--- src/rtl/io_pkg.sv ---
// Shared types and constants for the binary-to-BCD display path.
package io_pkg;

    // Default converter geometry: 14 bits covers 0..16383, enough for 9999.
    localparam int unsigned BIN_W_DEF   = 14;
    localparam int unsigned DIGITS_DEF  = 4;
    localparam int unsigned MAX_VAL_DEF = 9999;

    // Display stage renders this digit code as all segments off.
    localparam logic [3:0]  BCD_BLANK = 4'hF;
    localparam logic [15:0] BCD_MAX   = 16'h9999;

    typedef enum logic [1:0] {
        StIdle,
        StShift,
        StDone
    } state_e;

endpackage

--- src/rtl/bcd_add3_nibble.sv ---
// Double-dabble digit correction: add 3 to a BCD digit of 5 or more.
module bcd_add3_nibble (
    input  logic [3:0] nibble_i,
    output logic [3:0] nibble_o
);

    // Input is always 0..9 here, so the add never wraps.
    always_comb begin
        nibble_o = (nibble_i >= 4'd5) ? nibble_i + 4'd3 : nibble_i;
    end

endmodule

--- src/rtl/bin2bcd_seq.sv ---
// Sequential binary-to-BCD converter (double dabble) feeding the 4-digit display.
// Optional build macro BIN2BCD_LZ_BLANK_EN: replace leading zero digits with the
// blank code when the result is registered (units digit is never blanked).
module bin2bcd_seq
    import io_pkg::*;
#(
    parameter int unsigned BIN_W   = BIN_W_DEF,
    parameter int unsigned DIGITS  = DIGITS_DEF,
    parameter int unsigned MAX_VAL = MAX_VAL_DEF
) (
    input  logic                  clk,
    input  logic                  rst_n,
    input  logic                  bin_valid_i,
    input  logic [BIN_W-1:0]      bin_data_i,
    output logic                  bin_ready_o,
    output logic [4*DIGITS-1:0]   seg_8421_code_o,
    output logic                  code_update_o
);

    localparam int unsigned BCD_W = 4 * DIGITS;
    localparam int unsigned SR_W  = BCD_W + BIN_W;
    localparam int unsigned CNT_W = $clog2(BIN_W + 1);

    state_e             state_q, state_d;
    logic [SR_W-1:0]    sr_q, sr_d;
    logic [CNT_W-1:0]   cnt_q, cnt_d;
    logic [BCD_W-1:0]   code_q, code_d;
    logic               upd_q, upd_d;

    logic [BIN_W-1:0]   bin_sat;
    logic [BCD_W-1:0]   bcd_adj;
    logic [SR_W-1:0]    sr_shift;
    logic [BCD_W-1:0]   bcd_res;
    logic [BCD_W-1:0]   bcd_out;

    assign bin_ready_o     = (state_q == StIdle);
    assign seg_8421_code_o = code_q;
    assign code_update_o   = upd_q;

    // Clamp out-of-range inputs so the result saturates at all nines.
    always_comb begin
        bin_sat = (bin_data_i > BIN_W'(MAX_VAL)) ? BIN_W'(MAX_VAL) : bin_data_i;
    end

    for (genvar d = 0; d < DIGITS; d++) begin : g_adj
        bcd_add3_nibble u_add3 (
            .nibble_i (sr_q[BIN_W + 4*d +: 4]),
            .nibble_o (bcd_adj[4*d +: 4])
        );
    end

    assign sr_shift = {bcd_adj[BCD_W-2:0], sr_q[BIN_W-1:0], 1'b0};
    assign bcd_res  = sr_q[SR_W-1:BIN_W];

`ifdef BIN2BCD_LZ_BLANK_EN
    // Blank leading zero digits from the most significant end; units always shown.
    always_comb begin
        logic lead;
        bcd_out = bcd_res;
        lead    = 1'b1;
        for (int d = int'(DIGITS) - 1; d >= 1; d--) begin
            if (lead && (bcd_res[4*d +: 4] == 4'd0)) begin
                bcd_out[4*d +: 4] = BCD_BLANK;
            end else begin
                lead = 1'b0;
            end
        end
    end
`else
    // Digits pass through unchanged, leading zeros included.
    always_comb begin
        bcd_out = bcd_res;
    end
`endif

    // Next-state and datapath control for the IDLE/SHIFT/DONE sequence.
    always_comb begin
        state_d = state_q;
        sr_d    = sr_q;
        cnt_d   = cnt_q;
        code_d  = code_q;
        upd_d   = 1'b0;
        unique case (state_q)
            StIdle: begin
                if (bin_valid_i) begin
                    sr_d    = {{BCD_W{1'b0}}, bin_sat};
                    cnt_d   = '0;
                    state_d = StShift;
                end
            end
            StShift: begin
                // Iterations run at counts 0..BIN_W-1; the count BIN_W cycle only
                // hands over to DONE, giving a fixed BIN_W+2 accept-to-update latency.
                cnt_d = cnt_q + 1'b1;
                if (cnt_q == CNT_W'(BIN_W)) begin
                    cnt_d   = cnt_q;
                    state_d = StDone;
                end else begin
                    sr_d = sr_shift;
                end
            end
            StDone: begin
                code_d  = bcd_out;
                upd_d   = 1'b1;
                state_d = StIdle;
            end
            default: state_d = StIdle;
        endcase
    end

    // State and output registers; reset discards any in-flight conversion.
    always_ff @(posedge clk or negedge rst_n) begin
        if (!rst_n) begin
            state_q <= StIdle;
            sr_q    <= '0;
            cnt_q   <= '0;
            code_q  <= '0;
            upd_q   <= 1'b0;
        end else begin
            state_q <= state_d;
            sr_q    <= sr_d;
            cnt_q   <= cnt_d;
            code_q  <= code_d;
            upd_q   <= upd_d;
        end
    end

endmodule

--- config.mk ---
export PLATFORM = sky130hd
export DESIGN_NAME = bin2bcd_seq
export DESIGN_NICKNAME = d
export VERILOG_FILES = /design/src/rtl/io_pkg.sv /design/src/rtl/bcd_add3_nibble.sv /design/src/rtl/bin2bcd_seq.sv
export SDC_FILE = /design/constraint.sdc
export NUM_CORES = 1
export LEC_CHECK = 0
export CAP_MARGIN = 25
export CORE_MARGIN = 3
export CORE_UTILIZATION = 50
export CTS_BUF_LIST = sky130_fd_sc_hd__clkbuf_4 sky130_fd_sc_hd__clkbuf_8 sky130_fd_sc_hd__clkbuf_16
export DETAILED_ROUTE_END_ITERATION = 10
export PLACE_DENSITY = 0.71
export SYNTH_ARGS = -nofsm -noshare
export SYNTH_HDL_FRONTEND = slang
export SYNTH_SLANG_ARGS = --single-unit
--- constraint.sdc ---
create_clock -name clk -period 1.8 [get_ports clk]
set_input_delay 0.36 -clock clk [delete_from_list [all_inputs] [get_ports clk]]
set_output_delay 0.36 -clock clk [all_outputs]
set_load 0.03 [all_outputs]
==> results.tsv, run 1 <==
stage	metric	value	unit
status	status	completed	
die	die height	76.4	um
finish	FF/Latch Area	1330	um^2
setup_path	endpoint class of the critical path	flip-flop	
timing	Max Slew Vio Count	0	
timing	Final Hold Viols	0	
cts	CTS tree	yes	
cts	total CTS buffers	5	
timing	post-layout min period	1.70	ns
timing	Clock Skew	0.00610	ns
finish	Antenna Cells	0	
synth	#FFs+latches synth	53	
route	Iter 0 DRT Violations	59	
cts	Root Driver	clkbuf_8	
cts	htree depth	2	
placed_design	Area after DPL	2940	um^2
route	Wirelength per Cell	13.8	um
synth	sequential fraction of the synthesis area	0.535	
global_routing	vias in the first global route	1751	
finish	share of cells above drive strength 1	0.118	
global_routing	met1 Use GR	0.226	
synth	asr flop ratio synth	1.00	
pwr	Leak	1.40	nW
cts	Clock transition at path regs	0.09	ns
synth	Syn Area/Cell	10.4	um^2
finish	fillers	379	
synth	Net Count, Synth	266	
run	Max Cap Violations	0	
synth	synth cell count leaders	dfrtp_1 (53), o21ai_0 (29), nand2_1 (22), nand3_1 (15), nor2_1 (13)	
global_routing	first-pass GRT wire length	8190	um
timing	Slew @ Worst Pin	0.475	ns
route	Vias per Instance	5.33	
synth	Yosys top cell by area	dfrtp_1	
global_routing	initial antenna violation count	0	
setup_path	Worst EP required	1.99	ns
placed_design	RePlAce Congestion	0.788	
route	Routed WL	4760	um
placed_design	placed instance count	337	
pwr	PwrDens	1800	nW/um^2
die	Total Die Area	5840	um^2
finish	Layout Cells excl Fill	344	
die	Std-Cell Rows	24	
min_path	Hold Path Class	in2async	
timing	final setup margin	0.103	ns
timing	Final setup viols	0	
synth	cell count after synthesis	239	
die	# IOs	35	
timing	final hold slack	0.0271	ns
global_routing	met3 usage	0.0390	
setup_path	maximum fanout along the worst path	11	
cts	CTS max path bufs	2	
die	DIE WIDTH	76.4	um
timing	Slew HR	0.680	
die	starting density of the core	0.543	
global_routing	gr usage total	0.173	
synth	Mapped Area	2480	um^2
synth	top-count cell post-synth	dfrtp_1	
die	core area	4560	um^2
setup_path	Startpoint Class	flip-flop	
placed_design	pre-CTS setup slack	-0.0329	ns
finish	Area Growth Syn to Fin	23.1	%
pwr	VDD IR max	1.19	mV
finish	post-route design area	3050	um^2
placed_design	Port Buffers	34	
synth	synth warn	0	
global_routing	largest net degree at the start of global routing	54	
cts	# clock sinks	53	
timing	Fmax	589	MHz
route	antenna-violating nets left	0	
timing	final setup TNS	0	ns
synth	share of the synthesized area in the top cell type	0.535	
timing	RSZ-0062 raised after global routing	yes	
finish	nets@finish	306	
finish	Multi-input gate area	1050	um^2
setup_path	path type of the worst setup path	reg2reg	
route	DRT Pass-1 Iters	4	
timing	period utilisation layout	0.943	
route	Via Count	1835	
global_routing	Most Used Layer, Global Route	met2	
synth	Yosys cell types	31	
global_routing	GRT overflow	0	
setup_path	Arrival @ worst endpoint	1.89	ns
cts	clock latency on the worst-skew pair	0.30	ns
placed_design	HPWL Detailed	3360	um
route	DRC Markers	0	
synth	Area contributors post-synth	dfrtp_1 (54%), o21ai_0 (5.9%), mux2_2 (5.5%)	
synth	Post-synth EDFFs	0	
global_routing	Global Route met2 Usage	0.286	
synth	Synth Flop Type	dfrtp_1	
finish	Final Util	0.668	
pwr	total power	5.50	mW
[power breakdown]
group          total [mW]  switching, mW  leakage (nW)  internal, mW
clock               0.781          0.377        0.0540         0.405
combinational        2.64           1.41         0.671          1.24
sequential           2.08          0.368         0.673          1.71
total                5.50           2.15          1.40          3.35
[worst max-delay path: stages, from the launching register on]
cell and delay [ns]:
dfrtp_1 0.42, ha_1 0.20, and3_1 0.19, a211o_1 0.34, buf_4 0.20, nor3_1 0.17, nor3_1 0.08
[worst paths after layout]
| kind | slack (ns) | end | depth (start not counted) | from |
|---|---|---|---|---|
| worst min register to register | 0.48 | seg_8421_code_o[9]$_DFFE_PN0P_ | 2 | seg_8421_code_o[9]$_DFFE_PN0P_ |
| min in group clk | 0.48 | seg_8421_code_o[9]$_DFFE_PN0P_ | 2 | seg_8421_code_o[9]$_DFFE_PN0P_ |
| worst max-delay path | 0.10 | sr_q[1]$_DFFE_PN0P_ | 6 | cnt_q[1]$_DFFE_PN0P_ |
| worst max register to register | 0.10 | sr_q[1]$_DFFE_PN0P_ | 6 | cnt_q[1]$_DFFE_PN0P_ |
| max in group asynchronous | 1.53 | sr_q[3]$_DFFE_PN0P_ | 2 | rst_n |
| worst min-delay path | 0.03 | seg_8421_code_o[1]$_DFFE_PN0P_ | 2 | rst_n |
[metal layers]
layer | part of all wire | wire length, um
met3 | 0.044 | 211
met5 | 0 | 0
met4 | 0.012 | 59
met1 | 0.47 | 2220
met2 | 0.48 | 2260
[cells in the final DEF, fill, tap and decap left out, types with 6 or more instances in the layout]
cell type / count
inv_1: 11
clkdlybuf4s50_1: 32
mux2_2: 12
nor2_1: 13
nand2_1: 22
buf_4: 9
a21oi_1: 8
ha_1: 10
nand2b_1: 6
dfrtp_1: 53
nand3_1: 15
o21ai_0: 29
[state kept, by name, indices dropped and copies added, names as in the netlist]
register,count
state_q,2
sr_q,30
code_update_o,1
seg_8421_code_o,16
cnt_q,4
[cells by family after synthesis]
group                      synth area share
xor gates and xnor gates             0.0141
buffers and inverters                0.0434
adders and majority gates            0.0505
AOI/OAI and AO/OA                     0.148
and+or+nand+nor                       0.146
DFF                                   0.535
muxes                                0.0626
[what timing repair did]
action	in CTS	in global routing
setup endpoints to repair	1	3
cloned	0	0
hold buffers	0	0
buffers inserted	0	0
resized for setup	1	2
[area by class of cell]
| type | instances | area share |
|---|---|---|
| sequential | 53 | 0.435 |
| inverter | 12 | 0.0156 |
| clock buffer | 5 | 0.0226 |
| timing repair buffer | 45 | 0.145 |
| multi-input combinational | 162 | 0.344 |
| clock inverter | 2 | 0.0115 |
| tap | 65 | 0.0267 |
No activity file was read; power rests on OpenSTA's default activity.
==> run 2, diff against run 1 <==
--- a/config.mk
+++ b/config.mk
@@ -10,6 +10,7 @@
 export CORE_UTILIZATION = 50
 export CTS_BUF_LIST = sky130_fd_sc_hd__clkbuf_4 sky130_fd_sc_hd__clkbuf_8 sky130_fd_sc_hd__clkbuf_16
 export DETAILED_ROUTE_END_ITERATION = 10
+export MAX_ROUTING_LAYER = met4
 export PLACE_DENSITY = 0.71
 export SYNTH_ARGS = -nofsm -noshare
 export SYNTH_HDL_FRONTEND = slang
==> run 2 against run 1 <==
- combinational power is essentially flat
- sequential cell count unchanged
- global-route usage is 0.49 points higher
- sequential power about the same
- die area did not move
- clock skew barely moved
- non-clock buffer count unchanged
- via count barely moved
- clock power is essentially flat
- final area did not move
- cell count stayed put
- critical endpoint unchanged
- largest power group unchanged
- highest routed layer unchanged
==> results.tsv, run 2 (synthesized netlist as in run 1, its figures left out) <==
stage	metric	value	unit	change
timing	Slew @ Worst Pin	0.475	ns	-0.000245 ns
die	Std-Cell Rows	24		unchanged
setup_path	path type of the worst setup path	reg2reg		
timing	period utilisation layout	0.944		+0.00109
timing	Slew HR	0.680		about the same
cts	CTS tree	yes		
finish	commonest non-fill, non-tap cells in the layout	dfrtp_1 (53), clkdlybuf4s50_1 (32), o21ai_0 (29)		
finish	Largest register FFs	30		unchanged
setup_path	capture point of the worst reg-to-reg path	sr_q[1]$_DFFE_PN0P_		
global_routing	gr usage total	0.178		+0.00495
pwr	Sw Pwr	2.15	mW	about the same
route	DRT Pass-1 Iters	4		unchanged
pwr	Flop pwr share	0.378		about the same
placed_design	HPWL Detailed	3360	um	unchanged
route	Wirelength per Cell	13.8	um	-0.25%
min_path	Hold Path Class	in2async		
finish	largest reg by FF count	sr_q		
setup_path	Worst EP required	1.99	ns	about the same
timing	Final Hold Viols	0		unchanged
die	core area	4560	um^2	unchanged
pwr	Clock Power Share	0.142		about the same
route	Vias per Instance	5.34		about the same
timing	Final setup viols	0		unchanged
route	Via Count	1836		+0.054%
finish	Antenna Cells	0		unchanged
cts	# clock sinks	53		unchanged
pwr	Leak	1.40	nW	unchanged
die	Total Die Area	5840	um^2	unchanged
placed_design	Area after DPL	2940	um^2	unchanged
cts	Root Driver	clkbuf_8		
route	Iter 0 DRT Violations	75		+27%
pwr	total power	5.50	mW	about the same
die	starting density of the core	0.543		unchanged
timing	post-layout min period	1.70	ns	+0.00196 ns
setup_path	reg2reg start	cnt_q[1]$_DFFE_PN0P_		
setup_path	Arrival @ worst endpoint	1.89	ns	about the same
finish	post-route design area	3050	um^2	unchanged
pwr	VDD IR max	1.19	mV	-0.19%
finish	share of cells above drive strength 1	0.118		unchanged
die	die height	76.4	um	unchanged
finish	nets@finish	306		unchanged
pwr	Comb pwr share	0.480		about the same
timing	Fmax	589	MHz	-0.12%
run	Max Cap Violations	0		unchanged
global_routing	initial antenna violation count	0		unchanged
placed_design	RePlAce Congestion	0.799		+1.4%
timing	RSZ-0062 raised after global routing	yes		
status	status	completed		
pwr	PwrDens	1800	nW/um^2	about the same
cts	Clock transition at path regs	0.09	ns	about the same
cts	total CTS buffers	5		unchanged
setup_path	endpoint class of the critical path	flip-flop		
cts	total setup buffers inserted after CTS	0		unchanged
die	DIE WIDTH	76.4	um	unchanged
global_routing	GRT overflow	0		unchanged
route	Routed WL	4750	um	-0.25%
route	antenna-violating nets left	0		unchanged
global_routing	largest net degree at the start of global routing	54		unchanged
timing	final hold slack	0.0265	ns	-0.000642 ns
setup_path	maximum fanout along the worst path	11		unchanged
finish	commonest non-fill, non-tap cell in the layout	dfrtp_1		
timing	Clock Skew	0.00592	ns	-0.000182 ns
cts	CTS max path bufs	2		unchanged
global_routing	first-pass GRT wire length	8200	um	about the same
timing	Max Slew Vio Count	0		unchanged
pwr	P_int	3.35	mW	about the same
pwr	Switching Share	0.391		about the same
setup_path	Worst R2R Setup Slack	0.10	ns	about the same
cts	htree depth	2		unchanged
global_routing	vias in the first global route	1747		-0.23%
die	# IOs	35		unchanged
placed_design	Port Buffers	34		unchanged
cts	clock latency on the worst-skew pair	0.30	ns	about the same
finish	Area Growth Syn to Fin	23.1	%	unchanged
setup_path	FF-to-FF path depth	6		unchanged
route	DRC Markers	0		unchanged
setup_path	Startpoint Class	flip-flop		
finish	Final Util	0.668		unchanged
[run 2: what timing repair did]
action | 4_1_cts | 5_1_grt
gates resized for setup | 1 | 2
hold buffers | 0 | 0
setup endpoints to repair | 1 | 3
[run 2: metrics by stage]
step                instances  setup slack [ns]  TNS (ns)
floorplan                 239            0.0958         0
global placement          337           0.00525         0
detailed placement        337           -0.0329   -0.0761
CTS                       344            0.0759         0
global route              344          -0.00477  -0.00909
finish                    344             0.101         0
[run 2: how the worst max path moves through the flow]
| stage | start | end | slack [ns] | cells after the start |
|---|---|---|---|---|
| after global placement | bin_data_i[12] | sr_q[1]$_DFFE_PN0P_ | 0.005 | 5 |
| final | cnt_q[1]$_DFFE_PN0P_ | sr_q[1]$_DFFE_PN0P_ | 0.10 | 6 |
| after global routing | cnt_q[1]$_DFFE_PN0P_ | sr_q[13]$_DFFE_PN0P_ | -0.005 | 6 |
| after CTS | seg_8421_code_o[1]$_DFFE_PN0P_ | seg_8421_code_o[1] | 0.08 | 1 |
| after detailed placement | bin_data_i[12] | sr_q[2]$_DFFE_PN0P_ | -0.03 | 5 |
| after floorplan | state_q[0]$_DFFE_PN0P_ | sr_q[5]$_DFFE_PN0P_ | 0.1 | 5 |
[run 2: metal layers]
metal | GRT usage | up-vias | share of wire
li1 | - | 926 | -
met1 | 0.228 | 865 | 0.48
met2 | 0.286 | 40 | 0.47
met3 | 0.0366 | 5 | 0.038
met4 | 0.0507 | 0 | 0.012
met5 | - | - | 0
[run 2: layout make-up]
cell class                      instances  area, um^2
Fill cell                             379        1510
Sequential cell                        53        1330
Multi-Input combinational cell        162        1050
Timing Repair Buffer                   45         442
Tap cell                               65        81.3
Clock buffer                            5        68.8
Inverter                               12        47.5
Clock inverter                          2        35.0
[run 2: critical path, cell delays in order (launching register included)]
cell and delay, ns:
dfrtp_1 0.42, ha_1 0.20, and3_1 0.19, a211o_1 0.34, buf_4 0.20, nor3_1 0.17, nor3_1 0.08
[run 2: power groups by stage]
stage          Sequential (mW)  Clock [mW]  Combinational [mW]
2_1_floorplan             2.23           0                1.68
3_3_place_gp              2.09           0                2.58
3_5_place_dp              2.10           0                2.66
4_1_cts                   2.08       0.806                2.66
5_1_grt                   2.15       0.858                2.99
6_report                  2.08       0.783                2.64
==> run 3, diff against run 2 <==
--- a/config.mk
+++ b/config.mk
@@ -8,7 +8,8 @@
 export CAP_MARGIN = 25
 export CORE_MARGIN = 3
 export CORE_UTILIZATION = 50
-export CTS_BUF_LIST = sky130_fd_sc_hd__clkbuf_4 sky130_fd_sc_hd__clkbuf_8 sky130_fd_sc_hd__clkbuf_16
+export CTS_BUF_LIST = sky130_fd_sc_hd__clkbuf_2 sky130_fd_sc_hd__clkbuf_4 sky130_fd_sc_hd__clkbuf_8
+export CTS_CLUSTER_SIZE = 10
 export DETAILED_ROUTE_END_ITERATION = 10
 export MAX_ROUTING_LAYER = met4
 export PLACE_DENSITY = 0.71
==> results of run 3 <==
Same layout as run 2: the final DEF is identical, and so are final timing and power.
